$ cat src/rtl/uart_tx_word_queue.sv
// Word FIFO feeding the multi-byte UART transmitter: one word per send pulse, next word after tx_done.
// Define UART_TXQ_WDT_EN to add a WAIT-state watchdog (parameter WDT_CYCLES, output wdt_err).
module uart_tx_word_queue #(
    parameter int DATA_WIDTH = 16,
    parameter int ADDR_W     = 4,
    parameter int GAP_CYCLES = 0
`ifdef UART_TXQ_WDT_EN
    ,
    parameter int WDT_CYCLES = 1 << 20
`endif
) (
    input  logic                  Clk,
    input  logic                  Rst_n,
    input  logic [DATA_WIDTH-1:0] wr_data,
    input  logic                  wr_en,
    input  logic                  ovf_clr,
    output logic                  full,
    output logic                  empty,
    output logic [ADDR_W:0]       level,
    output logic                  overflow,
    output logic [DATA_WIDTH-1:0] tx_data,
    output logic                  tx_send_en,
    input  logic                  tx_done,
    output logic                  busy
`ifdef UART_TXQ_WDT_EN
    ,
    output logic                  wdt_err
`endif
);
    localparam int DEPTH = 1 << ADDR_W;

    // Handshake: a word is accepted on any edge with wr_en && !full; a word is
    // issued with a one-cycle tx_send_en and is in flight until tx_done is seen in WAIT.
    typedef enum logic [1:0] {IDLE, LOAD, WAIT, GAP} state_t;

    state_t                state;
    logic [ADDR_W-1:0]     wr_ptr;
    logic [ADDR_W-1:0]     rd_ptr;
    logic [ADDR_W:0]       count;
    logic [15:0]           gap_cnt;
    logic [DATA_WIDTH-1:0] mem [DEPTH];
    logic                  push;
    logic                  pop;
`ifdef UART_TXQ_WDT_EN
    localparam logic [31:0] WDT_LAST = 32'(WDT_CYCLES - 1);
    logic [31:0]           wdt_cnt;
    logic                  wdt_fire;
`endif

    assign full  = (count == (ADDR_W + 1)'(DEPTH));
    assign empty = (count == '0);
    assign level = count;
    assign busy  = (state != IDLE) || !empty;
    assign push  = wr_en && !full;
    assign pop   = (state == LOAD);

`ifdef UART_TXQ_WDT_EN
    assign wdt_fire = (state == WAIT) && !tx_done && (wdt_cnt == WDT_LAST);
`endif

    // Storage is deliberately left out of reset.
    always_ff @(posedge Clk) begin
        if (push) begin
            mem[wr_ptr] <= wr_data;
        end
    end

    always_ff @(posedge Clk or negedge Rst_n) begin
        if (!Rst_n) begin
            state      <= IDLE;
            wr_ptr     <= '0;
            rd_ptr     <= '0;
            count      <= '0;
            overflow   <= 1'b0;
            tx_data    <= '0;
            tx_send_en <= 1'b0;
            gap_cnt    <= '0;
`ifdef UART_TXQ_WDT_EN
            wdt_cnt    <= '0;
            wdt_err    <= 1'b0;
`endif
        end else begin
            if (push) begin
                wr_ptr <= wr_ptr + ADDR_W'(1);
            end
            if (pop) begin
                rd_ptr <= rd_ptr + ADDR_W'(1);
            end
            if (push && !pop) begin
                count <= count + (ADDR_W + 1)'(1);
            end else if (!push && pop) begin
                count <= count - (ADDR_W + 1)'(1);
            end

            // A dropped write outranks a clear in the same cycle.
            if (wr_en && full) begin
                overflow <= 1'b1;
            end else if (ovf_clr) begin
                overflow <= 1'b0;
            end

`ifdef UART_TXQ_WDT_EN
            wdt_err <= wdt_fire;
            if ((state == WAIT) && !tx_done && !wdt_fire) begin
                wdt_cnt <= wdt_cnt + 32'd1;
            end else begin
                wdt_cnt <= '0;
            end
`endif

            case (state)
                IDLE: begin
                    if (!empty) begin
                        state <= LOAD;
                    end
                end
                LOAD: begin
                    tx_data    <= mem[rd_ptr];
                    tx_send_en <= 1'b1;
                    state      <= WAIT;
                end
                WAIT: begin
                    tx_send_en <= 1'b0;
                    if (tx_done) begin
                        if (GAP_CYCLES == 0) begin
                            state <= IDLE;
                        end else begin
                            gap_cnt <= 16'(GAP_CYCLES - 1);
                            state   <= GAP;
                        end
                    end
`ifdef UART_TXQ_WDT_EN
                    else if (wdt_fire) begin
                        state <= IDLE;
                    end
`endif
                end
                GAP: begin
                    if (gap_cnt == 16'd0) begin
                        state <= IDLE;
                    end else begin
                        gap_cnt <= gap_cnt - 16'd1;
                    end
                end
                default: state <= IDLE;
            endcase
        end
    end
endmodule

$ cat config.mk
export PLATFORM = sky130hd
export DESIGN_NAME = uart_tx_word_queue
export DESIGN_NICKNAME = d
export VERILOG_FILES = /design/src/rtl/uart_tx_word_queue.sv
export SDC_FILE = /design/constraint.sdc
export NUM_CORES = 1
export LEC_CHECK = 0
export CAP_MARGIN = 5
export CORE_ASPECT_RATIO = 2
export CORE_MARGIN = 3
export CORE_UTILIZATION = 40
export DETAILED_ROUTE_END_ITERATION = 12
export SKIP_CTS_REPAIR_TIMING = 1
export SYNTH_ARGS = -nofsm -noshare
export SYNTH_HDL_FRONTEND = slang
export SYNTH_SLANG_ARGS = --single-unit
$ cat constraint.sdc
create_clock -name Clk -period 4.6 [get_ports Clk]
set_input_delay 0.69 -clock Clk [delete_from_list [all_inputs] [get_ports Clk]]
set_output_delay 0.69 -clock Clk [all_outputs]
set_load 0.01 [all_outputs]
Word-level counts from Yosys, hierarchy flattened --
Memory sizes are Yosys's and may differ from the RTL's. A register that Yosys moved wholly into a read port is not among the register bits. Cells that the tools add are included.
Operators by class: reductions and logical operators 19, add/subtract/negate cells 5, equality and inequality tests 7, bitwise gates (word level) 1, multiplexer cells 11
Operators by type and width (number):
- $logic_not A16 Y1 | 1
- $sub A16 B1 Y16 const B | 1
- $mux W5 | 2
- $add A4 B1 Y4 const B | 2
- $pmux W2 S4 | 1
- $reduce_bool A2 Y1 | 4
- $mux W2 | 3
- $ne A2 B2 Y1 const B | 3
- $add A5 B1 Y5 const B | 1
- $eq A5 B5 Y1 const B | 1
- $logic_not A1 Y1 | 5
- $logic_not A5 Y1 | 1
- $sub A5 B1 Y5 const B | 1
- $eq A2 B2 Y1 const B | 2
- $logic_and A1 B1 Y1 | 4
- $mux W1 | 4
- $reduce_and A3 Y1 | 1
- $eq A2 B1 Y1 const B | 1
- $logic_not A2 Y1 | 1
- $pmux W1 S2 | 1
- $reduce_and A2 Y1 | 1
- $logic_or A1 B1 Y1 | 1
- $not A1 Y1 | 1
Storage, ports and cells: memories 1, register bits 33, logic and storage cells 51, bits of input ports 21, RAM bits 256
Memory list:
- mem | depth 16, width 16, rd ports 1, clocked after Yosys merged registers in 1, write ports 1, line 41 | logic [DATA_WIDTH-1:0] mem [DEPTH];

Depth between registers and ports, before layout --
depth after elaboration 7, depth in mapped cells 13, depth with buffers taken out 11

Worst setup path before layout --
Ideal clock, no wire load.
path type register to register, start reg count[0] (netlist: level[0]), end mem mem[3][0], enable pin, stages on the path, launching flop included 7, setup slack 1728 ps, buffers on the path 1, period minus slack after synthesis 2872 ps, required time 4191 ps, data arrival time 2463 ps, cells stage by stage dfrtp_1 -> nor4_1 -> and2_1 -> nor2b_1 -> clkbuf_1 -> nand2_1 -> nor3_1
On the way: longest elaborated chain between the ends 5
RTL lines:
- start, declared | line 39 | logic [ADDR_W:0] count;
- start signal, assigned | line 90 | count <= count + (ADDR_W + 1)'(1);
- start signal, assigned | line 92 | count <= count - (ADDR_W + 1)'(1);
- $eq A5 B5 Y1 | line 50 | assign full = (count == (ADDR_W + 1)'(DEPTH));
- net full | line 17 | output logic full,
- $logic_not A1 Y1 | line 54 | assign push = wr_en && !full;
- $logic_and A1 B1 Y1 | line 54
- $mux W1 | line 63 | if (push) begin
- $mux W1 (not written as such) | line 64 | mem[wr_ptr] <= wr_data;
- end, declared | line 41
The timed path passes the listed nets, and every way through them passes these cells.

Worst setup path in the final report --
start reg count[0] (netlist: level[0]), end out busy
On the way: longest elaborated chain between the ends 3
RTL lines:
- $logic_not A5 Y1 | line 51 | assign empty = (count == '0);
- $logic_not A1 Y1
- $logic_or A1 B1 Y1 | line 53 | assign busy = (state != IDLE) || !empty;
- end, declared | line 24 | output logic busy
Every way passes these cells.

==> results.ini <==
[logic_synthesis]
synth_flop_cell=edfxtp_1
yosysWarnings=0
syn-num-nets=654
ys_seq_area_frac=0.7415
synthCells=616
synth_edf_count=256
avgSynthCellArea_um2=19.51
async_reset_ff_frac=0.1607
synth_area_um2=12020
ys_ff_latch=305
synth.distinct_cells=43

[finish]
finalInstanceArea_um2=13830
antennaDiodeCount=0
area_delta_synth_final_pct=15.02
fin_cells=1062
layout_common_cells=256 x edfxtp_1, 64 x mux4_2, 47 x dfrtp_1, 45 x clkdlybuf4s50_1, 32 x o22ai_1
layout_commonest_cell=edfxtp_1
num-nets-final=716
final_layout_size_suffix_gt1_frac=0.2321

[sta]
finalSetupViolations=0
rsz0062_at_grt=false
max_slew_margin=0.3110
worstMarginPinSlew_ps=1033
holdWs_ps=112.4
hold_violations=0
clock_skew_ps=7.035
period_needed_ps=2949
slew_violations=0
tns_ps=0
fmax_mhz=339.1
fin_crit_sh=0.6410

[clocking]
clockBufferDepth=3
insertion_delay_ps=540
cts.sinks=305
tritoncts=yes
numCtsBuffers=27
root_buffer=clkbuf_16
htreeDepth=1
path_clk_slew_ps=70

[placement]
port_buffers=46
place_congestion=0.7599
dp_cells=1013
postPlaceCellArea_um2=12960
hpwl_um=16290

[pwr]
finalPower_uw=8297
pwr-share-seq=0.451
power_frac_comb=0.282
power_switching_uw=2469
power.density_nw_per_um2=600.1
peakVddDrop_mv=0.3156
cell_internal_pwr_uw=5828
power_switching_share=0.2976
p_leak_uw=0.004635
pwr-share-clk=0.267

[critical_path]
worstPathArrival_ps=2260
worstPathRequired_ps=3910
r2r_setup_slack_ps=1830
start_kind=register
end_kind=output pin
r2r-end=level[4]
crit_fanout=5
reg2reg_depth=12
regToRegStartpoint=level[0]
criticalPathCategory=reg -> out

[routing]
via_count=5814
first_pass_iters=4
postRouteAntennaNets=0
wire_per_inst_um=23.10
routed_via_density=5.475
drc=0
drt_wl_total_um=24530
drt_iter0_markers=403

[grt]
grt_pass1_vias=6420
grt_start_max_net_pins=56
grt_pass1_wl_um=38210
gr-usage-all-layers=0.1567
antenna_found_initial=0
overflow=0

[floorplanning]
fp-row-count=89
boundaryPins=47
dieArea_um2=32290
die_y_um=251.2
start_util=0.4073
core_area_um2=29510
dieWidth_um=128.6

[run_status]
outcome=completed

[hold_path]
hp-class=in -> async

[flow_run]
drv_cap=0

[registers in the layout, indices dropped and copies added (netlist names)]
register / count
gap_cnt: 16
mem: 256
state: 2
tx_data: 16
rd_ptr: 4
level: 5
wr_ptr: 4
tx_send_en: 1
overflow: 1
[through the flow]
stage / utilization / setup WS, ps
finish: 0.4685 / 1651
global route: 0.4685 / 1483
CTS: 0.4685 / 1583
detailed placement: 0.4393 / 1552
global placement: 0.4393 / 1540
floorplan: - / 1728
[Yosys cell counts (3+ instances only)]
library cell	instances	area, um^2
a21oi_1	23	115.1
nor2b_1	4	25.02
nand2_1	22	82.58
clkbuf_1	13	48.80
mux4_2	64	1441
dfrtp_1	49	1226
edfxtp_1	256	7687
buf_1	4	15.01
inv_1	11	41.29
nor2_1	21	78.83
o22ai_1	32	200.2
nor3_1	6	30.03
nand2b_1	3	18.77
or2_2	3	18.77
o21ai_0	8	40.04
ha_1	16	200.2
mux2_2	19	214.0
xor2_1	7	61.31
xnor2_1	14	122.6
buf_2	12	60.06
[power by group through the flow]
stage / registers (uW) / logic (uW) / clock network [uW]
floorplan: 3600 / 1720 / 0
global placement: 3780 / 2330 / 0
detailed placement: 3810 / 2380 / 0
CTS: 3750 / 2390 / 2270
global route: 3800 / 2530 / 2370
finish: 3740 / 2340 / 2210
[how the worst max path moves through the flow]
stage,from,endpoint,slack (ps),cells after the start
finish,level[0],busy,1650,4
global route,level[0],busy,1480,4
CTS,level[0],busy,1580,4
detailed placement,wr_en,level[4],1550,11
global placement,wr_en,level[4],1540,11
floorplan,level[0],mem[3][0],1730,6
[cell families (layout without fill, tap and decap cells)]
| family | after synthesis | in the layout | synth area share |
|---|---|---|---|
| adder cells (fa/ha/maj) | 17 | 17 | 0.01832 |
| flip-flops | 305 | 305 | 0.7415 |
| AO/OA/AOI/OAI | 71 | 71 | 0.03602 |
| XOR/XNOR | 21 | 21 | 0.01530 |
| AND/OR/NAND/NOR | 77 | 77 | 0.03560 |
| multiplexers | 84 | 84 | 0.1385 |
| buffers and inverters | 41 | 123 | 0.01468 |
[layer usage]
metal	part of all wire	GRT usage
met1	0.36	0.1768
met2	0.57	0.2943
met3	0.034	0.01786
met4	0.036	0.06518
met5	0	0
[worst max-delay path: stages (launching register included)]
cell and delay (ps):
dfrtp_1 440, nor4_1 360, nor2b_1 320, nand2_1 110, clkdlybuf4s50_1 480
[final cells by class]
type / instances / area [um^2]
Sequential cell: 305 / 8919
Multi-Input combinational cell: 270 / 2965
Clock buffer: 38 / 747.0
Inverter: 11 / 41.29
Tap cell: 364 / 455.4
Timing Repair Buffer: 63 / 583.1
Clock inverter: 11 / 115.1
Fill cell: 2412 / 15680
(Power assumes the default switching activity.)
